File: src/rtl/spram_bwe_init.sv
// Single-port RAM with per-byte write enables, 1- or 2-cycle read latency,
// selectable write mode and a hardware sweep that fills every word with INIT_VALUE.
module spram_bwe_init #(
  parameter int                    DATA_WIDTH    = 32,
  parameter int                    BYTE_WIDTH    = 8,
  parameter int                    DEPTH         = 128,
  parameter int                    LATENCY       = 1,
  parameter string                 WRITE_MODE    = "write_first",
  parameter int                    INIT_ON_RESET = 1,
  parameter logic [DATA_WIDTH-1:0] INIT_VALUE    = '0,
  localparam int                   NB            = DATA_WIDTH / BYTE_WIDTH,
  localparam int                   AW            = $clog2(DEPTH)
) (
  input  logic                  clk,
  input  logic                  rst_n,
  input  logic                  en,
  input  logic [NB-1:0]         we,
  input  logic [AW-1:0]         addr,
  input  logic [DATA_WIDTH-1:0] din,
  input  logic                  init,
  output logic [DATA_WIDTH-1:0] dout,
  output logic                  busy
);

  localparam logic       S_IDLE  = 1'b0;
  localparam logic       S_SWEEP = 1'b1;
  localparam logic [1:0] M_WF    = 2'd0;
  localparam logic [1:0] M_RF    = 2'd1;
  localparam logic [1:0] M_NC    = 2'd2;
  localparam logic [1:0] MODE    = (WRITE_MODE == "read_first") ? M_RF :
                                   (WRITE_MODE == "no_change")  ? M_NC : M_WF;

  generate
    if (LATENCY != 1 && LATENCY != 2) begin : g_bad_latency
      $error("spram_bwe_init: LATENCY must be 1 or 2");
    end
    if (WRITE_MODE != "write_first" && WRITE_MODE != "read_first" &&
        WRITE_MODE != "no_change") begin : g_bad_mode
      $error("spram_bwe_init: WRITE_MODE must be write_first, read_first or no_change");
    end
    if ((DATA_WIDTH % BYTE_WIDTH) != 0) begin : g_bad_width
      $error("spram_bwe_init: DATA_WIDTH must be a multiple of BYTE_WIDTH");
    end
  endgenerate

  logic [DATA_WIDTH-1:0] r_mem [DEPTH];
  logic                  r_state;
  logic [AW-1:0]         r_cnt;
  logic [DATA_WIDTH-1:0] r_r1;
  logic                  w_busy;
  logic                  w_acc;
  logic                  w_wr;
  logic [DATA_WIDTH-1:0] w_old;
  logic [DATA_WIDTH-1:0] w_merged;

  assign w_busy = (r_state == S_SWEEP);
  assign busy   = w_busy;
  assign w_acc  = en && !w_busy;
  assign w_wr   = w_acc && (|we);
  assign w_old  = r_mem[addr];

  genvar gi;
  generate
    for (gi = 0; gi < NB; gi++) begin : g_lane
      assign w_merged[gi*BYTE_WIDTH +: BYTE_WIDTH] =
        we[gi] ? din[gi*BYTE_WIDTH +: BYTE_WIDTH] : w_old[gi*BYTE_WIDTH +: BYTE_WIDTH];
    end
  endgenerate

  // Array is never reset; nothing is written while rst_n is low.
  always_ff @(posedge clk) begin
    if (rst_n) begin
      if (w_busy) begin
        r_mem[r_cnt] <= INIT_VALUE;
      end else if (w_wr) begin
        for (int i = 0; i < NB; i++) begin
          if (we[i]) begin
            r_mem[addr][i*BYTE_WIDTH +: BYTE_WIDTH] <= din[i*BYTE_WIDTH +: BYTE_WIDTH];
          end
        end
      end
    end
  end

  always_ff @(posedge clk) begin
    if (!rst_n) begin
      r_state <= (INIT_ON_RESET != 0) ? S_SWEEP : S_IDLE;
      r_cnt   <= '0;
    end else begin
      case (r_state)
        S_IDLE: begin
          if (init) begin
            r_state <= S_SWEEP;
            r_cnt   <= '0;
          end
        end
        default: begin
          r_cnt <= r_cnt + AW'(1);
          if (r_cnt == AW'(DEPTH - 1)) begin
            r_state <= S_IDLE;
          end
        end
      endcase
    end
  end

  always_ff @(posedge clk) begin
    if (!rst_n) begin
      r_r1 <= '0;
    end else if (w_acc) begin
      if (!(|we) || MODE == M_RF) begin
        r_r1 <= w_old;
      end else if (MODE == M_WF) begin
        r_r1 <= w_merged;
      end
    end
  end

  generate
    if (LATENCY == 2) begin : g_lat2
      logic                  r_vld1;
      logic [DATA_WIDTH-1:0] r_r2;
      always_ff @(posedge clk) begin
        if (!rst_n) begin
          r_vld1 <= 1'b0;
          r_r2   <= '0;
        end else begin
          r_vld1 <= w_acc;
          if (r_vld1) begin
            r_r2 <= r_r1;
          end
        end
      end
      assign dout = r_r2;
    end else begin : g_lat1
      assign dout = r_r1;
    end
  endgenerate

endmodule

File: config.mk
export PLATFORM = sky130hd
export DESIGN_NAME = spram_bwe_init
export DESIGN_NICKNAME = d
export VERILOG_FILES = /design/src/rtl/spram_bwe_init.sv
export SDC_FILE = /design/constraint.sdc
export NUM_CORES = 2
export LEC_CHECK = 0
export ABC_CLOCK_PERIOD_IN_PS = 7400
export BUFFER_PORTS_ARGS = -buffer_cell sky130_fd_sc_hd__buf_2
export CORE_UTILIZATION = 50
export DETAILED_ROUTE_END_ITERATION = 10
export PLACE_DENSITY_LB_ADDON = 0.12
export SLEW_MARGIN = 20
export SYNTH_ARGS = -nofsm -noshare
export SYNTH_HDL_FRONTEND = slang
export SYNTH_SLANG_ARGS = --single-unit
File: constraint.sdc
create_clock -name clk -period 7.4 [get_ports clk]
set_input_delay 1.48 -clock clk [delete_from_list [all_inputs] [get_ports clk]]
set_output_delay 1.48 -clock clk [all_outputs]
set_load 0.1 [all_outputs]
== Yosys cells after proc, flatten, opt, wreduce, memory -nomap -nowiden ==
Memory sizes are Yosys's and may differ from the RTL's.
Index checks and enable logic that the tools add are counted.

* Register bits after elaboration: 40
* RAM bits: 4096
* Word-level logic and storage cells: 48
* Memories kept: 1

{| class="wikitable"
|+ Memories
! name !! words !! width !! rd ports !! clocked after memory_dff !! wr ports !! line !! RTL
|-
| r_mem || 128 || 32 || 1 || 0 || 1 || 46 || <nowiki>logic [DATA_WIDTH-1:0] r_mem [DEPTH];</nowiki>
|}

* $add $sub $neg: 1
* Equal/unequal tests: 1
* Muxes and demuxes: 36
* Reductions and logical operators: 6

{| class="wikitable"
|+ Operators by type and width
! cell !! count
|-
| $mux 32 || 2
|-
| $mux 8 || 4
|-
| $reduce_or 32->1 || 1
|-
| $mux 1 || 26
|-
| $mux 7 || 3
|-
| $add 7x1->7 const B || 1
|-
| $eq 7x7->1 const B || 1
|-
| $mux 4 || 1
|-
| $reduce_or 4->1 || 1
|-
| $logic_and 1x1->1 || 2
|-
| $reduce_bool 2->1 || 1
|-
| $logic_not 1->1 || 1
|}

== Logic depth before layout (Yosys ltp) ==
* Word-level depth: 9
* Gate-level depth with buffers: 12
* Mapped depth without buffers: 6

== Least setup slack after synthesis ==
OpenSTA, ideal clock, no wires.

* Kind: input -> register
* From: in en
* To: mem r_mem[0][10], data pin
* Setup time: 535 ps
* Arrival: 4315 ps
* Required time: 6865 ps
* Slack: 2550 ps
* Stages on the path: 7
* Path through: and3b_1 clkbuf_1 o41a_2 buf_4 clkbuf_1 clkbuf_1 and2_1

* Word-level cells in the longest chain between the ends: 8
* Elaborated cells between the ends (all ways): 20

{| class="wikitable"
|+ Ends and longest elaborated chain
! item !! line !! RTL
|-
| from (decl) || 16 || <nowiki>input logic en,</nowiki>
|-
| $logic_and 1x1->1 * || 58 || <nowiki>assign w_acc = en && !w_busy;</nowiki>
|-
| $logic_and 1x1->1 * || 59 || <nowiki>assign w_wr = w_acc && (|we);</nowiki>
|-
| $mux 1 || 75 || <nowiki>end else if (w_wr) begin</nowiki>
|-
| $mux 1 || 73 || <nowiki>if (w_busy) begin</nowiki>
|-
| $mux 1 || 72 || <nowiki>if (rst_n) begin</nowiki>
|-
| $mux 1 (not written as such) || 78 || <nowiki>r_mem[addr][i*BYTE_WIDTH +: BYTE_WIDTH] <= din[i*BYTE_WIDTH +: BYTE_WIDTH];</nowiki>
|-
| $reduce_or 32->1 (no source line) * || - ||
|-
| $mux 32 (no source line) * || - ||
|-
| to (decl) || 46 ||
|}

Mark *: on every way between the ends. The rest lies on a longest branch, timed or not.

== Worst setup path in the final report ==
* From: in we[0]
* To: mem r_mem[106][1], enable pin

* Word-level cells in the longest chain between the ends: 8
* Elaborated cells between the ends (all ways): 22

{| class="wikitable"
|+ Ends and longest elaborated chain
! item !! line !! RTL
|-
| from (decl) || 17 || <nowiki>input logic [NB-1:0] we,</nowiki>
|-
| $reduce_or 4->1 || 59 ||
|-
| $logic_and 1x1->1 || 59 ||
|-
| $mux 1 || 75 ||
|-
| $mux 1 || 73 ||
|-
| $mux 1 || 72 ||
|-
| $mux 1 (not written as such) || 78 ||
|-
| $reduce_or 32->1 (no source line) || - ||
|-
| $mux 7 (no source line) or $mux 4 (tied branches) || - ||
|}

Parallel ways exist; a longest one is shown, timed or not.

==> results.cfg <==
[synth]
syn-num-nets = 7556
synth_edf_count = 4096
synth_warnings = 0
synth.cell_area_mm2 = 0.1600
ys_ff_latch = 4136
yosysUniqueCellTypes = 68
syn_avg_cell_area_um2 = 21.31
synth_top_flop_cell = edfxtp_1
ys_seq_area_share_pct = 77.39
synthCells = 7508
synthArstFlopShare_pct = 0

[clocking]
ctsHoldBuffers = 0
cts.htree.levels = 5
post-cts-setup-buffers = 0
clk_latency_ns = 0.95
post_cts_resized = 0
root_buffer = clkbuf_16
cts_tree = yes
cts_inserted_buffers = 416
cts.sinks = 4136
clockBufferDepth = 4
cts.reportedPaths.clkPinSlew_ns = 0.06

[detailed_routing]
met2_length_mm = 195.6
ant_nets = 0
drt_pass1_iterations = 6
routed_wirelength_mm = 412.7
top_layer = met5
met3_length_mm = 36.31
wl_per_cell_um = 33.69
viasPerCell = 6.312
wl_met1_mm = 170.7
drt_iter0_drc = 9038
num_vias = 77330
drc = 0

[timing]
worstMarginPinSlew_ns = 1.133
rsz0062_at_grt = false
fin_skew_ns = 0.04754
relSlewSlack_pct = 24.29
final.setup.tns_ns = 0
min_period_over_period_pct = 64.75
setup_violations = 0
finalMaxSlewViolations = 0
hold_viol = 0
post-route-min-period_ns = 4.792
fmax_ghz = 0.2087
setup_slack_ns = 2.608

[worst_setup_path]
critPathBufInv = 1
crit_arrival_ns = 5.35
critPathTopFamily = simple AND/OR/NAND/NOR gates
cpMaxStageDelayCell = nor2_1
end_kind = flop
crit_path_cell_trace = buf_2, o41a_4, o31ai_2, nand2_1, nor2_1
critPathMaxFanout = 34
critPathLaunchType = primary input
required_ns = 7.96
cp_slowest_stage_delay_ns = 0.96
critPathKind = primary input to flop

[power]
p_switching_mw = 9.905
p_seq_share_pct = 52.4
p_clk_share_pct = 44.2
switching_share_pct = 20.44
p_int_mw = 38.55
p_per_area_mw_per_mm2 = 270.1
p_leak_nw = 51.42
p_comb_share_pct = 3.3
power_mw = 48.45
peakVddDrop_mv = 0.2012

[cells_and_area]
final_cell_mix = 4096 x edfxtp_1, 957 x mux4_2, 571 x nor2_1
drive_above_1_share_pct = 24.88
nets = 7754
final_core_util_pct = 56.41
syn_to_final_growth_pct = 12.15
nFillCells = 23260
mostFrequentLayoutCell = edfxtp_1

[global_routing]
grt_pass1_vias = 77740
grt_antenna_before_repair = 25
grtUsageTotal_pct = 25.54
grt_first_pass_wirelength_mm = 586.5
grt_max_degree = 129
grt_overflow = 0

[status]
status = finished clean

[place]
io_buffers = 79
preCtsSetupSlack_ns = 1.730
place.gp.congestion = 0.8541
hpwl_mm = 254.0

[floorplanning]
die-area_mm2 = 0.3222
io_pins = 80
initial_core_util_pct = 50.30
dieHeight_um = 567.6
num_rows = 207
die_w_um = 567.6
core-area_mm2 = 0.3181

[flow_run]
maxCapViolations = 0

[min_path]
hold_class = flop to flop
-- tightest hold or removal path, cell delays in order, from the launching register on --
cell and delay, ns:
dfxtp_1 0.34, a22oi_1 0.19, a31oi_1 0.05
-- synth_stat cells, types with 10 or more instances --
library cell	number	area, um2
a211oi_1	95	713.2
a221oi_1	25	219.0
a22oi_1	102	765.7
a31oi_1	44	275.3
and2_1	39	244.0
buf_1	32	120.1
buf_2	158	790.8
buf_4	44	330.3
buf_6	31	349.1
clkbuf_1	204	765.7
dfxtp_1	40	800.8
edfxtp_1	4096	123000
mux2_2	87	979.7
mux2i_1	297	2973
mux4_2	957	21550
nand2_1	185	694.4
nand2b_1	44	275.3
nor2_1	574	2155
nor2b_1	10	62.56
nor4_1	38	237.7
o211ai_1	61	457.9
o21ai_0	10	50.05
o21ai_1	24	120.1
o22ai_1	191	1195
or3_1	28	175.2
-- worst paths after layout --
kind	start	endpoint	slack, ns	cells after the start
worst min-delay path	dout[15]$_SDFFE_PN0N_	dout[15]$_SDFFE_PN0N_	0.63	2
worst min register to register	dout[15]$_SDFFE_PN0N_	dout[15]$_SDFFE_PN0N_	0.63	2
worst max register to register	busy$_SDFF_PN1_	r_mem[100][16]$_DFFE_PP_	3.12	8
worst max-delay path	we[0]	r_mem[106][1]$_DFFE_PP_	2.61	5
-- stage by stage --
step | hold WS (ns) | area (um2) | instances
floorplan | 0.5217 | 160000 | 7508
global placement | 0.5863 | 165200 | 11460
detailed placement | 0.6161 | 165400 | 11470
CTS | 0.6249 | 179300 | 12240
global route | 0.6573 | 179400 | 12240
finish | 0.6313 | 179400 | 12250
-- power groups by stage --
stage          combinational, mW  sequential [mW]  clock [mW]
2_1_floorplan               1.06             25.9           0
3_3_place_gp                1.62             25.9           0
3_5_place_dp                1.63             25.9           0
4_1_cts                     1.63             25.4        21.7
5_1_grt                     1.69             25.4        22.5
6_report                    1.62             25.4        21.4
-- cell families (layout without fill, tap and decap cells) --
| family | after synthesis | in the layout | synth area share [%] |
|---|---|---|---|
| flops | 4136 | 4136 | 77.39 |
| mux | 1342 | 1342 | 15.95 |
| simple gates | 965 | 965 | 2.598 |
| compound gates | 589 | 589 | 2.554 |
| buf+inv | 474 | 1026 | 1.496 |
| fa+ha+maj | 1 | 1 | 0.007820 |
| xor+xnor | 1 | 1 | 0.005476 |
| other cells | 0 | 11 | 0 |
-- routing by layer --
layer | vias to the layer above | GRT usage (%)
met5 | - | 0
met3 | 549 | 6.106
met4 | 14 | 6.246
met1 | 41630 | 36.82
li1 | 31790 | -
met2 | 3343 | 39.67
-- sequential cells by signal, indices dropped and copies added (netlist names) --
register,flops
busy,1
dout,32
r_mem,4096
r_cnt,7
-- layout make-up --
class / count / area (um2) / share of cell area, %
Antenna cell: 11 / 27.53 / 0.01534
Clock buffer: 505 / 11040 / 6.153
Clock inverter: 267 / 2843 / 1.585
Inverter: 2 / 7.507 / 0.004184
Multi-Input combinational cell: 2898 / 34240 / 19.08
Sequential cell: 4136 / 123800 / 69.00
Tap cell: 4180 / 5230 / 2.915
Timing Repair Buffer: 252 / 2226 / 1.241
(Power assumes the default switching activity.)
